[src/rtl/event_collect_8to1.sv]
// Collects eight asynchronous event lines into one valid/ready stream of channel indices.
// Events are synchronised, edge- or level-detected, held as pending flags, and granted round-robin.
module event_collect_8to1 #(
   parameter int SYNC_STAGES = 2,
   parameter int EDGE_DETECT = 1,
   parameter int OVF_W       = 8
) (
   input  logic             clk,
   input  logic             rst_n,
   input  logic             in0,
   input  logic             in1,
   input  logic             in2,
   input  logic             in3,
   input  logic             in4,
   input  logic             in5,
   input  logic             in6,
   input  logic             in7,
   input  logic             out_ready,
   input  logic             clr_ovf,
   output logic             out_valid,
   output logic [2:0]       out_sel,
   output logic [7:0]       pending,
   output logic [OVF_W-1:0] overflow_cnt
);

   // state   | meaning
   // IDLE    | nothing presented; pick next pending channel round-robin
   // PRESENT | out_sel presented with out_valid=1 until out_ready
   typedef enum logic {IDLE, PRESENT} state_t;

   state_t           state_q, state_d;
   logic [7:0]       in_vec, synced, prev_q, evt, clear, lost;
   logic [7:0]       pending_q, pending_d;
   logic [7:0]       sync_q [SYNC_STAGES];
   logic [2:0]       sel_q, sel_d, last_grant_q, last_grant_d, pick, idx;
   logic             found;
   logic [OVF_W-1:0] ovf_q;

   assign in_vec = {in7, in6, in5, in4, in3, in2, in1, in0};

   always_ff @(posedge clk or negedge rst_n) begin
      if (!rst_n) begin
         for (int s = 0; s < SYNC_STAGES; s++) sync_q[s] <= '0;
         prev_q <= '0;
      end else begin
         sync_q[0] <= in_vec;
         for (int s = 1; s < SYNC_STAGES; s++) sync_q[s] <= sync_q[s-1];
         prev_q <= synced;
      end
   end

   assign synced = sync_q[SYNC_STAGES-1];
   assign evt    = (EDGE_DETECT != 0) ? (synced & ~prev_q) : synced;

   // A set landing on the clearing handshake wins, so the event is kept rather than lost.
   assign clear     = (state_q == PRESENT && out_ready) ? (8'b1 << sel_q) : 8'b0;
   assign pending_d = (pending_q & ~clear) | evt;
   assign lost      = (EDGE_DETECT != 0) ? (evt & pending_q & ~clear) : 8'b0;

   always_comb begin
      pick  = last_grant_q;
      found = 1'b0;
      idx   = '0;
      for (int k = 1; k <= 8; k++) begin
         idx = last_grant_q + 3'(k);
         if (!found && pending_q[idx]) begin
            pick  = idx;
            found = 1'b1;
         end
      end
   end

   always_comb begin
      state_d      = state_q;
      sel_d        = sel_q;
      last_grant_d = last_grant_q;
      case (state_q)
         IDLE: begin
            if (found) begin
               sel_d   = pick;
               state_d = PRESENT;
            end
         end
         PRESENT: begin
            if (out_ready) begin
               last_grant_d = sel_q;
               state_d      = IDLE;
            end
         end
         default: state_d = IDLE;
      endcase
   end

   always_ff @(posedge clk or negedge rst_n) begin
      if (!rst_n) begin
         state_q      <= IDLE;
         sel_q        <= '0;
         last_grant_q <= 3'd7;
         pending_q    <= '0;
      end else begin
         state_q      <= state_d;
         sel_q        <= sel_d;
         last_grant_q <= last_grant_d;
         pending_q    <= pending_d;
      end
   end

   always_ff @(posedge clk or negedge rst_n) begin
      if (!rst_n) begin
         ovf_q <= '0;
      end else if (clr_ovf) begin
         ovf_q <= '0;
      end else if ((|lost) && !(&ovf_q)) begin
         ovf_q <= ovf_q + 1'b1;
      end
   end

   assign out_valid    = (state_q == PRESENT);
   assign out_sel      = sel_q;
   assign pending      = pending_q;
   assign overflow_cnt = ovf_q;

endmodule
[config.mk]
export PLATFORM = sky130hd
export DESIGN_NAME = event_collect_8to1
export DESIGN_NICKNAME = d
export VERILOG_FILES = /design/src/rtl/event_collect_8to1.sv
export SDC_FILE = /design/constraint.sdc
export NUM_CORES = 1
export LEC_CHECK = 0
export CELL_PAD_IN_SITES_DETAIL_PLACEMENT = 1
export CELL_PAD_IN_SITES_GLOBAL_PLACEMENT = 2
export CORE_MARGIN = 2
export CORE_UTILIZATION = 37
export DETAILED_ROUTE_END_ITERATION = 8
export HOLD_SLACK_MARGIN = 0.1
export PLACE_DENSITY_LB_ADDON = 0.1
export SYNTH_ARGS = -nofsm -noshare
export SYNTH_HDL_FRONTEND = slang
export SYNTH_SLANG_ARGS = --single-unit
[constraint.sdc]
create_clock -name clk -period 3.6 [get_ports clk]
set_input_delay 0.72 -clock clk [delete_from_list [all_inputs] [get_ports clk]]
set_output_delay 0.72 -clock clk [all_outputs]
set_load 0.02 [all_outputs]
Word level (Yosys, flattened, before mapping)
Cells that the tools add are included.

Bits in registers: 47. Input port bits: 12. Word-level logic and storage cells: 93.

Add/subtract/negate cells: 8. Magnitude comparators: 8. Shift-type cells: 1. Multiplexer cells: 38. Bitwise logic cells: 8. Reduce and logical (&&, ||, !) cells: 22.

Operator list (count): 8-bit bitwise AND (4); 3-bit by 4-bit less-than comparator with 1-bit output (second input constant) (8); 1-bit binary-select mux with 3-bit select (8); 3-bit two-way mux (8); 8-bit two-way mux (3); 1-bit two-way mux (18); 8-bit NOT (2); 3-bit adder (second input constant) (4); 1-bit logical AND (9); 8-bit by 1-bit adder with 8-bit output (second input constant) (1); 1-bit logical NOT (8); 8-bit OR (1); 8-bit AND reduction (1); 8-bit OR reduction (1); 1-bit by 3-bit left shift with 8-bit output (first input constant) (1); 3-bit by 2-bit adder with 3-bit output (second input constant) (2); 2-bit AND reduction (2); 3-bit by 1-bit adder with 3-bit output (second input constant) (1); 1-bit one-hot mux with 2 select lines (1); 2-bit nonzero test (1); 1-bit NOT (1).

Logic depth before layout (Yosys ltp)
Gate-level depths: netlist of the first run.

Depth after elaboration: 27. Depth in mapped cells: 12. Depth with buffers taken out: 9.

Least setup slack after synthesis of the first run
No wires, ideal clock.

Path type: register to register. Start: reg last_grant_q[1]. End: reg sel_q[1] (netlist: out_sel[1]). Data arrival time: 3158 ps. Data required time: 3480 ps. Setup slack: 322 ps. Cell stages (with the launch flop): 13. Buffers on the path: 3. Clock period less this slack: 3278 ps. Cell sequence: dfstp_2 buf_2 clkbuf_8 clkinv_1 ha_1 clkbuf_2 xnor2_1 mux4_2 nor2_4 a21boi_2 o211a_1 or4_1 o211a_1.

Cells in the longest elaborated chain, start to end: 26. Elaborated cells between the ends (all ways): 54. Those cells by class: add/sub: 7; mux: 32; reduce/logical: 15.

Ends and longest elaborated chain: start: declaration (line 35) `logic [2:0] sel_q, sel_d, last_grant_q, last_grant_d, pick, idx;`; start signal: assignment (line 103) `last_grant_q <= last_grant_d;`; 3-bit by 1-bit adder with 3-bit output (line 65) `idx = last_grant_q + 3'(k);`; 1-bit binary-select mux with 3-bit select (line 66) `if (!found && pending_q[idx]) begin`; 1-bit two-way mux (implied by the code) (line 66); 1-bit two-way mux (line 66); 1-bit logical NOT (line 66); 1-bit logical AND (line 66); 1-bit two-way mux (line 66); 1-bit logical NOT (line 66); [... 10 more ...]; 1-bit two-way mux (line 66); 1-bit logical NOT (line 66); 1-bit logical AND (line 66); 1-bit two-way mux (line 66); 1-bit logical NOT (line 66); 1-bit logical AND (line 66); 1-bit two-way mux (line 66); 2-bit AND reduction (no source line); end signal: assignment (line 102) `sel_q <= sel_d;`; end: declaration (line 35).

Parallel ways exist; a longest one is shown, timed or not. The select of a mux whose other input is x is not followed. A chain may end at the register's enable or synchronous reset.

Worst setup path after layout of the first run
Start: reg last_grant_q[0]. End: reg sel_q[1] (netlist: out_sel[1]).

Same word-level chain as after synthesis.

==> results.cfg, run 1 <==
[drt]
ant_nets = 0
vias = 1953
drtPass1Iterations = 4
routedWlPerCell_um = 17.2
routed_wl_um = 6320
drt_iter0_markers = 104
avgViaCountPerCell = 5.31
drc = 0

[global_route]
antenna_found_initial = 0
grt.overflow.total = 0
track_usage_pct = 17.9
grt_pass1_wl_um = 10800
grt_pass1_vias = 2104
grt_max_degree = 48

[placed_design]
port_buffers = 31
post-dp-hpwl_um = 4800
gp_congestion = 0.820

[logic_synthesis]
yosysMostFrequentCell = dfrtp_1
synthesis.instances = 234
synth_top_area_share_pct = 41.1
yosys-top-cells-area = dfrtp_1, mux4_1, mux4_2
syn_nets = 249
synth_common_cells = dfrtp_1, nor2_1, nand2_1
ys_ff_latch = 47
synth_warnings = 0
synthArstFlopShare_pct = 100
syn_area_um2 = 2680
synth_top_cell_by_area = dfrtp_1
ys_types = 49
synth_flop_cell = dfrtp_1
synth_area_per_cell_um2 = 11.4
synth-edff-count = 0
yosysSeqAreaShare_pct = 44.0

[die]
initial_core_util_pct = 37.5
ios = 32
die_w_um = 89.1
die_h_um = 89.1
die-area_um2 = 7940
core_area_um2 = 7140
rows = 31

[critical_path]
max_stage_delay_ps = 600
worstPathCellList = inv_1 -> ha_1 -> xnor2_1 -> mux4_2 -> nor2_4 -> a21boi_2 -> o211a_1 -> or4_1 -> o211a_1
cp_slowest_cell = mux4_2
crit_type = flop to flop
cpMostUsedCell = o211a_1
worst_ep_arrival_time_ps = 3170
crit_path_max_fanout = 7
critical_path_required_ps = 3790
crit_path_end_kind = flop
critPathLaunchType = flop

[clock_tree]
cts_num_sinks = 47
cts_root_buf = clkbuf_8
cts_max_level = 2
post_cts_resized = 0
numCtsBuffers = 5
path_clk_slew_ps = 80
ctsHoldBuffers = 0
clock_latency_ps = 300
clockBufferDepth = 2
postCtsSetupRepairBufs = 0
cts_tree = yes

[sta]
period_needed_ps = 2980
rsz0062_at_grt = no
drv_slew = 0
finalCritPeriodShare_pct = 82.7
hold_viol_final = 0
tightest_slew_ps = 1020
fin_tns_setup_ps = 0
finalSetupViolCount = 0
finClkSkew_ps = 11.7
max_slew_margin_pct = 31.7
timing.hold.ws_ps = 352
fmax_ghz = 0.336

[layout]
antennaDiodeCount = 0
multiInputGateArea_um2 = 1350
fin_nets = 283
ff_latch_area_um2 = 1180
fillCellCount = 807
drive_above_1_share_pct = 14.1
syn2layout_area_growth_pct = 17.7

[worst_hold_path]
hold_path_class = flop to flop

[run_status]
status = completed

[job]
cap_violations = 0

[power]
peakVddDrop_v = 0.000310
p_per_area_nw_per_um2 = 772
p_leak_uw = 0.00121
[power breakdown]
group          internal, uW  switching [uW]
sequential              622             161
clock                   155             166
combinational           637             690
total                  1410            1020
[critical path: cells and delay by family (launching register included)]
kind,cells,cell delay [ps]
multiplexers,1,600
AND/OR/NAND/NOR,2,590
flip-flops,1,540
AO/OA/AOI/OAI,3,400
XOR/XNOR,1,350
adder cells (fa/ha/maj),1,330
buffers and inverters,1,70
[layout make-up]
class | count | share of cell area (%)
multi-input cells | 161 | 42.7
flip-flops and latches | 47 | 37.4
repair buffers | 37 | 11.1
well taps | 99 | 3.93
clock buffers | 7 | 2.74
inverters | 16 | 1.91
clock inverters | 1 | 0.159
[placed cells by master (no fill, tap or decap), types with 3 or more instances in the layout]
| cell type | n |
|---|---|
| a21oi_1 | 12 |
| buf_4 | 6 |
| clkbuf_8 | 6 |
| clkdlybuf4s50_1 | 30 |
| dfrtp_1 | 44 |
| dfstp_2 | 3 |
| ha_1 | 3 |
| inv_1 | 15 |
| mux2_2 | 8 |
| mux2i_1 | 10 |
| mux4_1 | 7 |
| mux4_2 | 6 |
| nand2_1 | 16 |
| nand2b_1 | 8 |
| nand3_1 | 7 |
| nor2_1 | 17 |
| nor3_1 | 4 |
| nor4_1 | 3 |
| o2111ai_1 | 4 |
| o211ai_1 | 4 |
| o21ai_0 | 13 |
| o22ai_1 | 3 |
| o31ai_1 | 3 |
| xnor2_1 | 9 |
[state kept, by name, indices dropped and copies added (netlist names)]
| name | flops |
|---|---|
| last_grant_q | 3 |
| pending | 8 |
| sync_q | 8 |
| out_sel | 3 |
| overflow_cnt | 8 |
| prev_q | 8 |
| synced | 8 |
| out_valid | 1 |
[path summary, 6_finish.rpt]
check / cells past startpoint / slack [ps] / end / start
max in group asynchronous: 1 / 2370 / synced[6] / rst_n
min in group asynchronous: 1 / 600 / sync_q[10] / rst_n
hold / removal: 0 / 350 / synced[3] / sync_q[11]
setup / recovery: 9 / 620 / out_sel[1] / last_grant_q[0]
setup reg to reg: 9 / 620 / out_sel[1] / last_grant_q[0]
hold reg to reg: 0 / 350 / synced[3] / sync_q[11]
[per-stage QoR]
stage               cell area, um2  util [%]  setup slack [ps]  total power, uW  cells
finish                        3150      44.2               621             2430    368
global route                  3150      44.2               409             2620    368
CTS                           3150      44.2               590             2470    368
detailed placement            3060      42.9               619             2130    360
global placement              3060      42.9               637             2130    360
floorplan                     2680         -               322             1740    234
[kinds of logic (layout without fill, tap and decap cells)]
group | after synthesis | in the layout | share of synthesized area (%)
buffers and inverters | 26 | 61 | 5.70
adders and majority gates | 3 | 3 | 1.40
xor gates and xnor gates | 11 | 11 | 3.60
DFF | 47 | 47 | 44.0
AOI/OAI and AO/OA | 52 | 52 | 13.3
muxes | 33 | 33 | 20.5
and+or+nand+nor | 62 | 62 | 11.5
[layer usage]
metal | GRT usage (%) | part of all wire (%) | wire, um | vias to the layer above
li1 | - | - | - | 932
met1 | 22.6 | 44 | 2780 | 982
met2 | 31.1 | 51 | 3250 | 26
met3 | 2.95 | 2.0 | 124 | 13
met4 | 6.24 | 2.6 | 166 | 0
met5 | 0 | 0 | 0 | -
Power figures use the tool's default switching activity.
==> run 2, diff against run 1 <==
--- a/config.mk
+++ b/config.mk
@@ -8,7 +8,7 @@
 export CELL_PAD_IN_SITES_DETAIL_PLACEMENT = 1
 export CELL_PAD_IN_SITES_GLOBAL_PLACEMENT = 2
 export CORE_MARGIN = 2
-export CORE_UTILIZATION = 37
+export CORE_UTILIZATION = 33
 export DETAILED_ROUTE_END_ITERATION = 8
 export HOLD_SLACK_MARGIN = 0.1
 export PLACE_DENSITY_LB_ADDON = 0.1
==> constraint.sdc (replaced) <==
create_clock -name clk -period 2.4 [get_ports clk]
set_input_delay 0.48 -clock clk [delete_from_list [all_inputs] [get_ports clk]]
set_output_delay 0.48 -clock clk [all_outputs]
set_load 0.02 [all_outputs]
==> run 2 against run 1 <==
The flow now finishes with violations (setup timing). Critical path depth unchanged. Highest routed layer unchanged. Largest cell class unchanged. Final cell count increased by 16%. Clock power increased by 53%. Fmax increased by 9.2%.
==> results.cfg, run 2 (synthesized netlist as in run 1, its figures left out) <==
[run_status]
status = complete, but fails checks
violations = setup timing

[critical_path]
worstPathCellList = inv_2 -> ha_4 -> xnor2_4 -> mux4_2 -> nor2_4 -> nand3_2 -> nor3b_4 -> a21oi_4 -> mux2_4
worst_r2r_path_depth = 9
crit_path_end_kind = flop
cp_slowest_cell = dfstp_2
critPathLaunchType = flop
rr_endpoint = out_sel[0]
max_stage_delay_ps = 610
crit_path_max_fanout = 4
ff2ff_setup_slack_ps = -330
crit_type = flop to flop
r2r-start = last_grant_q[0]
worst_ep_arrival_time_ps = 2910
critical_path_required_ps = 2580

[layout]
antennaDiodeCount = 0
drive_above_1_share_pct = 34.6
fillCellCount = 859
fin_util_pct = 47.8
fin_nets = 338
multiInputGateArea_um2 = 1450
layout_common_cells = buf_4, dfrtp_1, clkdlybuf4s50_1, nor2_1, nand2_1
layout_commonest_cell = buf_4
ff_latch_area_um2 = 1180
syn2layout_area_growth_pct = 39.4

[drt]
drc = 0
routedWlPerCell_um = 17.5
avgViaCountPerCell = 5.10
drtPass1Iterations = 4
vias = 2172
drt_iter0_markers = 39
ant_nets = 0
routed_wl_um = 7440

[die]
rows = 32
die_w_um = 94.1
initial_core_util_pct = 34.3
ios = 32
die-area_um2 = 8850
die_h_um = 94.1
core_area_um2 = 7810

[worst_hold_path]
hold_path_class = input pin to asynchronous set/reset pin

[placed_design]
post-dp-hpwl_um = 5870
port_buffers = 31
gp_congestion = 0.799

[global_route]
antenna_found_initial = 0
grt.overflow.total = 0
grt_pass1_vias = 2442
grt_max_degree = 25
grt_pass1_wl_um = 12500
track_usage_pct = 18.5

[sta]
finalSetupViolCount = 4
hold_viol_final = 0
tightest_slew_ps = 586
final.setup.worst_slack_ps = -328
finalCritPeriodShare_pct = 114
period_needed_ps = 2730
drv_slew = 0
max_slew_margin_pct = 60.9
fmax_ghz = 0.367
timing.hold.ws_ps = 169
rsz0062_at_grt = yes
finClkSkew_ps = 9.21

[clock_tree]
clockBufferDepth = 2
cts_tree = yes
cts_max_level = 2
cts_root_buf = clkbuf_8
cts_num_sinks = 47
clock_latency_ps = 300
numCtsBuffers = 5
path_clk_slew_ps = 100

[power]
p_per_area_nw_per_um2 = 1220
p_leak_uw = 0.00153
peakVddDrop_v = 0.000410

[job]
cap_violations = 0
==> run 2: cell types whose count changed in the layout (fill, tap and decap cells not counted), sizes merged <==
| cell | change |
|---|---|
| buf | +55 |
| clkbuf | -2 |
| inv | +2 |
| clkdlybuf4s50 | -1 |
| dlymetal6s2s | +1 |
==> run 2: worst max path at each step <==
stage | start | endpoint | slack (ps)
after floorplan | last_grant_q[1] | out_sel[1] | -550
after global placement | last_grant_q[0] | out_sel[0] | -320
after detailed placement | last_grant_q[0] | out_sel[0] | -410
after CTS | last_grant_q[0] | out_sel[0] | -310
after global routing | last_grant_q[0] | out_sel[2] | -460
final | last_grant_q[0] | out_sel[0] | -330
==> run 2: final cells by class <==
cell class | count | share of cell area [%]
inverter | 16 | 1.94
tap | 102 | 3.42
sequential | 47 | 31.7
clock inverter | 3 | 0.704
clock buffer | 5 | 1.84
timing repair buffer | 92 | 21.5
multi-input combinational | 161 | 38.9
==> run 2: timing repair <==
action	in CTS	in global routing
buffers inserted	5	2
setup endpoints to repair	9	12
pin swaps	4	6
hold buffers	0	0
resized for setup	8	16
==> run 2: per-layer routing <==
layer  vias up  global-route usage (%)  part of all wire (%)
li1       1038                       -                     -
met1      1112                    22.6                    43
met2        18                    34.5                    55
met3         4                    2.49                   1.4
met4         0                    3.62                  0.71
met5         -                       0                     0
==> run 2: through the flow <==
step	worst slack, ps	area [um2]	instances	setup TNS, ps	total power (uW)
6_report	-328	3730	426	-1220	4550
2_1_floorplan	-553	2780	234	-1670	2770
3_5_place_dp	-407	3520	411	-3750	3850
3_3_place_gp	-320	3520	411	-3150	3790
5_1_grt	-456	3730	426	-1770	4880
4_1_cts	-312	3650	424	-1140	4460
==> run 2: report_power, final <==
group | internal [uW] | switching (uW) | total [uW]
registers | 939 | 263 | 1200
clock network | 214 | 277 | 492
logic | 1570 | 1290 | 2860
==> run 2: critical path, delay by kind of cell, from the launching register on <==
kind            cells  cell delay (ps)
compound gates      1              110
xor+xnor            1              160
fa+ha+maj           1              200
buf+inv             1               70
flops               1              610
mux                 2              880
simple gates        3              580
==> edit: new RTL, flow settings as in run 1 <==
The parameter `SYNC_STAGES` goes from 2 to 4.
--- a/src/rtl/event_collect_8to1.sv
+++ b/src/rtl/event_collect_8to1.sv
@@ -1,7 +1,7 @@
 // Collects eight asynchronous event lines into one valid/ready stream of channel indices.
 // Events are synchronised, edge- or level-detected, held as pending flags, and granted round-robin.
 module event_collect_8to1 #(
-   parameter int SYNC_STAGES = 2,
+   parameter int SYNC_STAGES = 4,
    parameter int EDGE_DETECT = 1,
    parameter int OVF_W       = 8
 ) (
Behaviour: not the same (a bounded check fails within 4 cycles, from zero or initial values and one cycle with rst_n low).
==> edit against run 1 <==
Critical path depth stayed put. Cell area is 17% higher. Area after synthesis is 16% higher. Sequential cell count is 16 higher. Total power is 22% higher. First-iteration DRC count is 71% lower. Via count is 7.1% higher. Setup slack worse by 0.26 ns. Highest routed layer unchanged. Wire length is 8.9% higher.
==> edit: results (changes against run 1) <==
- GRT met2 Usage: 29.5% (-1.6 points)
- Max FFs per register: 24
- Met3 usage: 4.11% (+1.2 points)
- RD Place Congestion: 0.845 (+3.0%)
- GRT Util Overall: 17.0% (-0.89 points)
- Seq/Total Area, Yosys: 51.1% (+7.0 points)
- Clock-pin slew on the worst setup and hold paths: 0.07 ns
- Worst path max stage delay: 0.60 ns (about the same)
- CTS root buf: clkbuf_8
- First-pass GRT wire length: 11400 um (+5.7%)
- Leak Pwr: 0.00147 uW (+21%)
- Synth Area in Adders: 1.21% (-0.19 points)
- Routed vias: 2091 (+7.1%)
- Worst Hold Class: flop to flop
- Syn avg cell area: 12.4 um2 (+8.1%)
- Port Buffers: 31 (unchanged)
- Placed Area: 0.00348 mm2 (+14%)
- DR iter-0 viols: 30 (-71%)
- DRT Pass-1 Iters: 4 (unchanged)
- N_diodes: 0 (unchanged)
- Num CTS Buffers: 9 (+4)
- Finished Layout Cells: 399 (+8.4%)
- Final nets: 304 (+7.4%)
- Reg with most FFs: sync_q
- Post-synth top cells: dfrtp_1 (60), nor2_1 (17), nand2_1 (16)
- Synth Area in Compound Gates: 11.5% (-1.8 points)
- Met1 usage: 20.8% (-1.8 points)
- Clk_skew: 0.00823 ns (-0.00344 ns)
- Peak supply drop: 293 uV (-5.7%)
- Initial antenna violation count: 0 (unchanged)
- Distinct cells, synth: 48 (-2.0%)
- Met1 WL: 2970 um (+7.1%)
- Dpl cells: 383 (+6.4%)
- Net Count, Synth: 265 (+6.4%)
- CTS max path bufs: 2 (unchanged)
- Crit path DAT: 3.46 ns (+0.29 ns)
- DR WL met3: 186 um (+50%)
- Hpwl dp: 4990 um (+4.1%)
- Cts repair resizes: 0 (unchanged)
- Highest metal used: met4
- Worst slew pin tran: 0.527 ns (-0.496 ns)
- H-tree levels: 3 (+1)
- Per-cell routed wire length: 17.2 um (+0.48%)
- Layout cells sized above 1: 15.6% (+1.5 points)
- DR WL met2: 3620 um (+11%)
- Synth Area in XOR/XNOR: 3.11% (-0.48 points)
- Status: finished, final reports clean
- CP Max Fanout: 9 (+2)
- Largest net degree at the start of global routing: 27 (-44%)
- Mux cell area share after synthesis: 17.8% (-2.8 points)
- CP top delay family: simple AND/OR/NAND/NOR gates
- Clock Latency Late Sink: 0.33 ns (+0.03 ns)
- Synth Warn #: 0 (unchanged)
- Slowest stage cell, crit path: mux4_2
- Area contributors post-synth: dfrtp_1 (49%), mux4_1 (5.9%), mux4_2 (4.4%)
- Pre-CTS setup slack: 0.367 ns (-0.252 ns)
[edit: cell count changes after synthesis, sizes merged]
cell | run 1 | this run
dfrtp | 44 | 60
[edit: final timing paths]
| kind | endpoint | slack [ns] | from | cells after the start |
|---|---|---|---|---|
| setup / recovery | out_sel[1] | 0.36 | last_grant_q[1] | 9 |
| setup reg to reg | out_sel[1] | 0.36 | last_grant_q[1] | 9 |
| hold reg to reg | synced[1] | 0.34 | sync_q[9] | 0 |
| hold / removal | synced[1] | 0.34 | sync_q[9] | 0 |
| min in group asynchronous | sync_q[26] | 0.36 | rst_n | 1 |
| max in group asynchronous | sync_q[17] | 2.55 | rst_n | 2 |
[edit: cell type report]
cell class	instances	area, um2
Clock buffer	13	159
Clock inverter	3	65.1
Fill cell	865	4480
Inverter	16	60.1
Multi-Input combinational cell	161	1350
Sequential cell	63	1580
Tap cell	105	131
Timing Repair Buffer	38	358
[edit: power breakdown]
part | switching (uW) | internal [uW]
Clock | 257 | 427
Combinational | 687 | 630
Sequential | 162 | 812
Total | 1110 | 1870
